[src/rtl/lb_ctrl.sv]
// Load-buffer controller: small fully-associative table of loaded words in front of data memory.
// Load hits are served from the table; misses and stores go to memory one request at a time.
module lb_ctrl #(
  parameter int ENTRIES = 4,
  parameter int ADDR_W  = 32,
  parameter int DATA_W  = 32
) (
  input  logic              clock,
  input  logic              reset_n,
  input  logic              req_valid,
  output logic              req_ready,
  input  logic              req_fcn,
  input  logic [ADDR_W-1:0] req_addr,
  input  logic [DATA_W-1:0] req_wdata,
  output logic              resp_valid,
  output logic [DATA_W-1:0] resp_data,
  input  logic              flush,
  output logic              mem_req_valid,
  input  logic              mem_req_ready,
  output logic              mem_req_fcn,
  output logic [ADDR_W-1:0] mem_req_addr,
  output logic [DATA_W-1:0] mem_req_wdata,
  input  logic              mem_resp_valid,
  input  logic [DATA_W-1:0] mem_resp_data,
  output logic              port_lb_table_valid,
  output logic [ADDR_W-1:0] port_lb_table_addr,
  output logic [DATA_W-1:0] port_lb_table_data
);

  localparam int IDX_W = $clog2(ENTRIES);
  localparam int TAG_W = ADDR_W - 2;

  typedef enum logic [1:0] {IDLE, MREQ, MWAIT, RESP} state_t;

  state_t state, state_next;

  logic [ENTRIES-1:0] valid;
  logic [TAG_W-1:0]   tag  [ENTRIES];
  logic [DATA_W-1:0]  data [ENTRIES];
  logic [IDX_W-1:0]   rr_ptr;
  logic [IDX_W-1:0]   last_idx;

  logic              op_fcn;
  logic [ADDR_W-1:0] op_addr;
  logic [DATA_W-1:0] op_wdata;
  logic [DATA_W-1:0] resp_q;
  logic [ADDR_W-1:0] port_addr_q;
  logic [DATA_W-1:0] port_data_q;

  logic               accept;
  logic               fill;
  logic               hit;
  logic               any_invalid;
  logic [ENTRIES-1:0] match;
  logic [IDX_W-1:0]   hit_idx;
  logic [IDX_W-1:0]   victim;

  assign accept = req_valid && (state == IDLE);
  assign fill   = (state == MWAIT) && mem_resp_valid && !op_fcn;

  // A flush in the accept cycle turns a would-be hit into a miss.
  always_comb begin
    match   = '0;
    hit_idx = '0;
    for (int i = 0; i < ENTRIES; i++) begin
      match[i] = valid[i] && (tag[i] == req_addr[ADDR_W-1:2]);
      if (match[i]) hit_idx = IDX_W'(i);
    end
    hit = (|match) && !flush;
  end

  always_comb begin
    victim      = rr_ptr;
    any_invalid = 1'b0;
    for (int i = ENTRIES - 1; i >= 0; i--) begin
      if (!valid[i]) begin
        victim      = IDX_W'(i);
        any_invalid = 1'b1;
      end
    end
  end

  always_ff @(posedge clock or negedge reset_n) begin
    if (!reset_n) state <= IDLE;
    else          state <= state_next;
  end

  always_comb begin
    state_next = state;
    case (state)
      IDLE:    if (req_valid) state_next = (!req_fcn && hit) ? RESP : MREQ;
      MREQ:    if (mem_req_ready) state_next = MWAIT;
      MWAIT:   if (mem_resp_valid) state_next = RESP;
      RESP:    state_next = IDLE;
      default: state_next = IDLE;
    endcase
  end

  always_comb begin
    req_ready     = (state == IDLE);
    mem_req_valid = (state == MREQ);
    resp_valid    = (state == RESP);
    resp_data     = (state == RESP) ? resp_q : '0;
  end

  assign mem_req_fcn   = op_fcn;
  assign mem_req_addr  = op_addr;
  assign mem_req_wdata = op_wdata;

  always_ff @(posedge clock or negedge reset_n) begin
    if (!reset_n) begin
      op_fcn   <= 1'b0;
      op_addr  <= '0;
      op_wdata <= '0;
      resp_q   <= '0;
    end else begin
      if (accept) begin
        op_fcn   <= req_fcn;
        op_addr  <= req_addr;
        op_wdata <= req_wdata;
        if (!req_fcn && hit) resp_q <= data[hit_idx];
      end
      if ((state == MWAIT) && mem_resp_valid) resp_q <= op_fcn ? '0 : mem_resp_data;
    end
  end

  // Flush clears everything, but a fill on the same edge still claims its entry.
  always_ff @(posedge clock or negedge reset_n) begin
    if (!reset_n) begin
      valid       <= '0;
      rr_ptr      <= '0;
      last_idx    <= '0;
      port_addr_q <= '0;
      port_data_q <= '0;
      for (int i = 0; i < ENTRIES; i++) begin
        tag[i]  <= '0;
        data[i] <= '0;
      end
    end else begin
      if (flush) valid <= '0;
      else if (accept && req_fcn) valid <= valid & ~match;
      if (fill) begin
        valid[victim] <= 1'b1;
        tag[victim]   <= op_addr[ADDR_W-1:2];
        data[victim]  <= mem_resp_data;
        last_idx      <= victim;
        port_addr_q   <= {op_addr[ADDR_W-1:2], 2'b00};
        port_data_q   <= mem_resp_data;
        if (!any_invalid) rr_ptr <= rr_ptr + IDX_W'(1);
      end
    end
  end

  assign port_lb_table_valid = valid[last_idx];
  assign port_lb_table_addr  = port_addr_q;
  assign port_lb_table_data  = port_data_q;

endmodule

[config.mk]
export PLATFORM = sky130hd
export DESIGN_NAME = lb_ctrl
export DESIGN_NICKNAME = d
export VERILOG_FILES = /design/src/rtl/lb_ctrl.sv
export SDC_FILE = /design/constraint.sdc
export NUM_CORES = 1
export LEC_CHECK = 0
export CAP_MARGIN = 10
export CELL_PAD_IN_SITES_DETAIL_PLACEMENT = 0
export CELL_PAD_IN_SITES_GLOBAL_PLACEMENT = 2
export CORE_MARGIN = 2
export CORE_UTILIZATION = 40
export DETAILED_ROUTE_END_ITERATION = 10
export PLACE_DENSITY_LB_ADDON = 0.05
export SLEW_MARGIN = 10
export SYNTH_ARGS = -nofsm -noshare
export SYNTH_HDL_FRONTEND = slang
export SYNTH_SLANG_ARGS = --single-unit
[constraint.sdc]
create_clock -name clock -period 3.4 [get_ports clock]
set_input_delay 0.68 -clock clock [delete_from_list [all_inputs] [get_ports clock]]
set_output_delay 0.68 -clock clock [all_outputs]
set_load 0.05 [all_outputs]
-- Word level (Yosys, flattened, before mapping)
Index checks and enable logic that the tools add are counted.
- bits of input ports: 103
- flip-flop bits (word level): 417
- word-level logic and storage cells: 100
- mux-type cells: 37
- bitwise operators: 6
- reduce and logical (&&, ||, !) cells: 22
- magnitude comparators: 6
- equal/unequal tests: 10
- add/sub/neg operators: 1
- operator list (cell ; number):
    32-bit two-way mux ; 8
    128-bit bitwise mux ; 1
    120-bit bitwise mux ; 1
    30-bit == test ; 4
    32-bit binary-select mux with 2-bit select ; 1
    32-bit demux with 2-bit select ; 1
    30-bit demux with 2-bit select ; 1
    30-bit two-way mux ; 1
    2-bit two-way mux ; 10
    1-bit logical AND ; 12
    4-bit two-way mux ; 3
    2-bit one-hot mux with 4 select lines ; 1
    1-bit two-way mux ; 7
    3-bit greater-or-equal comparator, second input constant ; 2
    2-bit by 3-bit < comparator with 1-bit output, second input constant ; 2
    2-bit inverter with 3-bit output ; 2
    4-bit AND ; 1
    2-bit == test, second input constant ; 2
    2-bit inequality test, second input constant ; 2
    4-bit inverter ; 1
    4-bit OR ; 1
    2-bit AND reduction ; 2
    2-bit nonzero test ; 2
    4-bit OR reduction ; 1
    other kinds (11) ; 13

-- Depth between registers and ports, before layout
Gate-level depths: netlist (run 1).
- word-level depth: 12
- gate-level depth with buffers: 11

-- Least setup slack after synthesis (run 1)
Ideal clock, no wire load.
- path kind: input -> register
- from: in req_addr[31]
- to: reg resp_q[0]
- setup slack: 782 ps
- required time: 3327 ps
- arrival time: 2545 ps
- stages on the path: 9
- cell sequence: clkbuf_1 xnor2_1 nand4_1 nor4_2 nand3_2 buf_2 mux2i_1 a211o_1 a21oi_2
- word-level cells in the longest chain between the ends: 12
- elaborated cells on any way between the ends: 23
- classes of those cells: eq/ne: 4; mux: 9; bitwise: 1; reduce/logical: 9
- ends and longest elaborated chain (item ; RTL line ; text):
    from (decl) ; 13 ; input logic [ADDR_W-1:0] req_addr,
    30-bit == test ; 66 ; match[i] = valid[i] && (tag[i] == req_addr[ADDR_W-1:2]);
    1-bit logical AND ; 66 ;
    1-bit two-way mux ; 67 ; if (match[i]) hit_idx = IDX_W'(i);
    2-bit two-way mux (2 in series) ; 67 ;
    2-bit inverter with 3-bit output (not written as such) ; 121 ; if (!req_fcn && hit) resp_q <= data[hit_idx];
    32-bit binary-select mux with 2-bit select ; 121 ;
    32-bit two-way mux (not written as such) (2 in series) ; 121 ;
    32-bit two-way mux ; 121 ;
    32-bit two-way mux ; 117 ; if (accept) begin
    32-bit two-way mux ; 123 ; if ((state == MWAIT) && mem_resp_valid) resp_q <= op_fcn ? '0 : mem_resp_data;
    to (signal assigned) ; 121 ;
    to (signal assigned) ; 123 ;
    to (decl) ; 46 ; logic [DATA_W-1:0] resp_q;
Parallel ways exist; a longest one is shown, timed or not. The select of a mux whose other input is x is not followed.
A chain may end at the register's enable or synchronous reset.

-- Final worst setup path (run 1)
- from: in req_addr[19]
- to: reg resp_q[16]
The elaborated chain is that of the path after synthesis.

==> results by group, run 1 <==
Critical path
  • WP data required: 3850 ps
  • Crit. End Element: flip-flop
  • R2r setup slk: 720 ps
  • Reg2reg start: tag[107]
  • Crit Path Class: input pin to flip-flop
  • CP Launch Point: req_addr[19]
  • Crit-path max FO: 6
  • Worst R2R End: resp_q[16]
  • Cell depth of the worst flop-to-flop path: 9
  • Critical path arrival: 3500 ps
  • CP Launch Type: input pin
  • CP endpoint: resp_q[16]

Power and ir drop
  • Part of the power in registers: 0.355
  • Gate power share: 0.410
  • Total power per unit cell area: 924 nW/um^2
  • Clock group share of total power: 0.235
  • Lkg Pwr: 11.0 nW
  • Pint: 13.3 mW
  • Worst vdd ir: 0.679 mV
  • Total power: 22.4 mW
  • Sw Share: 0.404
  • Switch Pwr: 9.06 mW

STA
  • Max Slew Vio Count: 0
  • # setup viols final: 0
  • Fin. Hold Viols: 0
  • RSZ-0062 raised after global routing: false
  • Achievable Freq: 0.328 GHz
  • Clock Skew: 20.4 ps
  • Worst-margin pin slew: 850 ps
  • Final min period: 3050 ps
  • Fin crit share: 0.897
  • Rel. slew slack: 0.434

Global route
  • GRT Residual Overflow: 0
  • Antenna violations before repair: 1
  • Total GRT Usage: 0.225
  • Global-route wire length before repair: 85500 um
  • Largest net degree at the start of global routing: 77
  • Number of global-route vias before repair: 13941

CTS
  • Skew-Pair Late Insertion Delay: 590 ps
  • Post-CTS Setup Bufs: 0
  • CTS root buf: clkbuf_16
  • Cts repair resizes: 0
  • Clk pin slew, worst setup/hold paths: 60 ps
  • H-tree depth: 2
  • Num Clock Sinks: 417
  • CTS tree: built
  • Max clock buf depth: 3
  • # hold bufs at CTS: 0
  • CTS buffer count: 49

Finish
  • Finished Layout Cells: 2491
  • Most common cell after layout, fill and taps aside: dfrtp_1
  • Fraction of layout cells with a size suffix above 1: 0.244
  • NumNets Final: 1959
  • Area Overhead vs Synth: 28.2%
  • Fillers: 4149
  • Fin area: 24200 sq um
  • Most frequent cells in the layout: 417 x dfrtp_1, 266 x mux2_2, 252 x clkdlybuf4s50_1, 169 x nand2_1, 97 x o21ai_0
  • Antenna Cells: 0

Routing
  • DR WL/cell: 22.0 um
  • WL final: 54900 um
  • DRC: 0
  • Post-DRT Antenna Nets: 0
  • First-pass iteration count of the detailed router: 5
  • First DRT Iteration DRCs: 756
  • Vias: 13104
  • Via density: 5.26

Synthesis
  • FFs w/ async S/R, synth: 1.00
  • Seq/Total Area, Yosys: 0.552
  • Dominant synthesized flop cell: dfrtp_1
  • Synth warn: 0
  • Post-Syn Area: 18900 sq um
  • Syn Area/Cell: 12.0 sq um
  • Yosys cell types: 55
  • Post-Synthesis Cells: 1575
  • Yosys reg bits: 417
  • EDFF count, synth: 0

Floorplanning
  • Num ports: 268
  • Die width: 221 um
  • Core Region: 46600 sq um
  • Die footprint: 49000 sq um
  • Die height: 221 um
  • Initial Util: 0.406
  • # rows: 79

Outcome
  • Status: finished, final reports clean

Hold path
  • Hold WC Path Type: input pin to async pin

Placement
  • HPWL Detailed: 36700 um
  • Placed Cells: 2408
  • Placed cell areas: 22600 sq um
  • Routability congestion estimate: 0.825
  • PortBufs: 265

Flow run
  • Maxcap violations: 0
how the worst min path moves through the flow:
stage | from | end | slack (ps) | depth (start not counted)
2_1_floorplan | reset_n | data[0] | 380 | 0
3_3_place_gp | port_lb_table_addr[12] | port_lb_table_addr[12] | 460 | 2
3_5_place_dp | port_lb_table_addr[9] | port_lb_table_addr[9] | 460 | 2
4_1_cts | reset_n | port_lb_table_data[25] | 120 | 1
5_1_grt | reset_n | port_lb_table_data[26] | 140 | 1
6_report | reset_n | data[21] | 110 | 1
metal layers:
| layer | up-vias | global-route usage | part of all wire |
|---|---|---|---|
| li1 | 6052 | - | - |
| met5 | - | 0 | 0.00022 |
| met4 | 2 | 0.0630 | 0.022 |
| met3 | 85 | 0.0381 | 0.042 |
| met1 | 6668 | 0.310 | 0.46 |
| met2 | 297 | 0.365 | 0.47 |
cell families after synthesis:
group,Yosys count,share of synthesized area
AOI/OAI and AO/OA,235,0.0823
xor gates and xnor gates,122,0.0565
adders and majority gates,4,0.00265
buffers and inverters,161,0.0379
DFF,417,0.552
muxes,304,0.180
other,1,0.000198
and+or+nand+nor,331,0.0880
through the flow:
stage / util / setup WS [ps] / hold WS [ps] / TNS, ps
after global placement: 0.486 / -278 / 458 / -5010
after detailed placement: 0.486 / -297 / 464 / -5830
after floorplan: - / 782 / 384 / 0
final: 0.520 / 350 / 106 / 0
after global routing: 0.520 / 187 / 137 / 0
after CTS: 0.520 / 314 / 120 / 0
flip-flops by register name (all words and copies together), names as in the netlist, 4 cells and up:
name,flops
port_lb_table_addr,30
mem_req_addr,32
valid,4
tag,120
data,128
mem_req_wdata,32
resp_q,32
port_lb_table_data,32
synthesized netlist by cell type, drive strengths merged (7+ instances only):
cell	number	area, sq um
o31ai	32	240
nand2	170	638
nand3	7	40.0
xnor2	80	701
a211o	21	184
nand4	24	150
nor3b	12	101
nor2	34	128
buf	65	357
dfrtp	417	10400
a221oi	41	359
and2	34	213
o21ai	97	485
mux2i	22	220
clkbuf	57	214
a21oi	31	159
mux2	281	3160
nor4	18	153
inv	39	146
xor2	42	368
nand2b	12	75.1
cell type report:
cell class	count	area (sq um)	share of cell area
flip-flops and latches	417	10400	0.431
multi-input cells	998	7800	0.322
repair buffers	347	3490	0.144
clock buffers	76	1500	0.0619
well taps	607	759	0.0314
inverters	39	146	0.00604
clock inverters	7	88.8	0.00367
power by group through the flow:
| stage | logic, mW | clock network (mW) | registers, mW |
|---|---|---|---|
| 5_1_grt | 9.74 | 5.56 | 8.21 |
| 4_1_cts | 9.28 | 5.38 | 7.98 |
| 2_1_floorplan | 3.63 | 0 | 10.2 |
| 3_5_place_dp | 9.26 | 0 | 8.04 |
| 3_3_place_gp | 9.19 | 0 | 8.01 |
| 6_report | 9.18 | 5.25 | 7.96 |
worst max-delay path, stage by stage:
cell             delay [ps]
clkdlybuf4s50_1         470
buf_4                   180
xor2_1                  180
nor4_2                  390
nand2_1                 100
nor4_1                  600
buf_4                   250
o31ai_4                  70
buf_4                   200
a221oi_1                260
a21oi_1                 110
(Power assumes the default switching activity.)
==> run 2: changes to the inputs <==
- GPL_ROUTABILITY_DRIVEN: unset -> 0
==> results of run 2 <==
The final DEF is identical to that of run 1; final timing and power are the same.
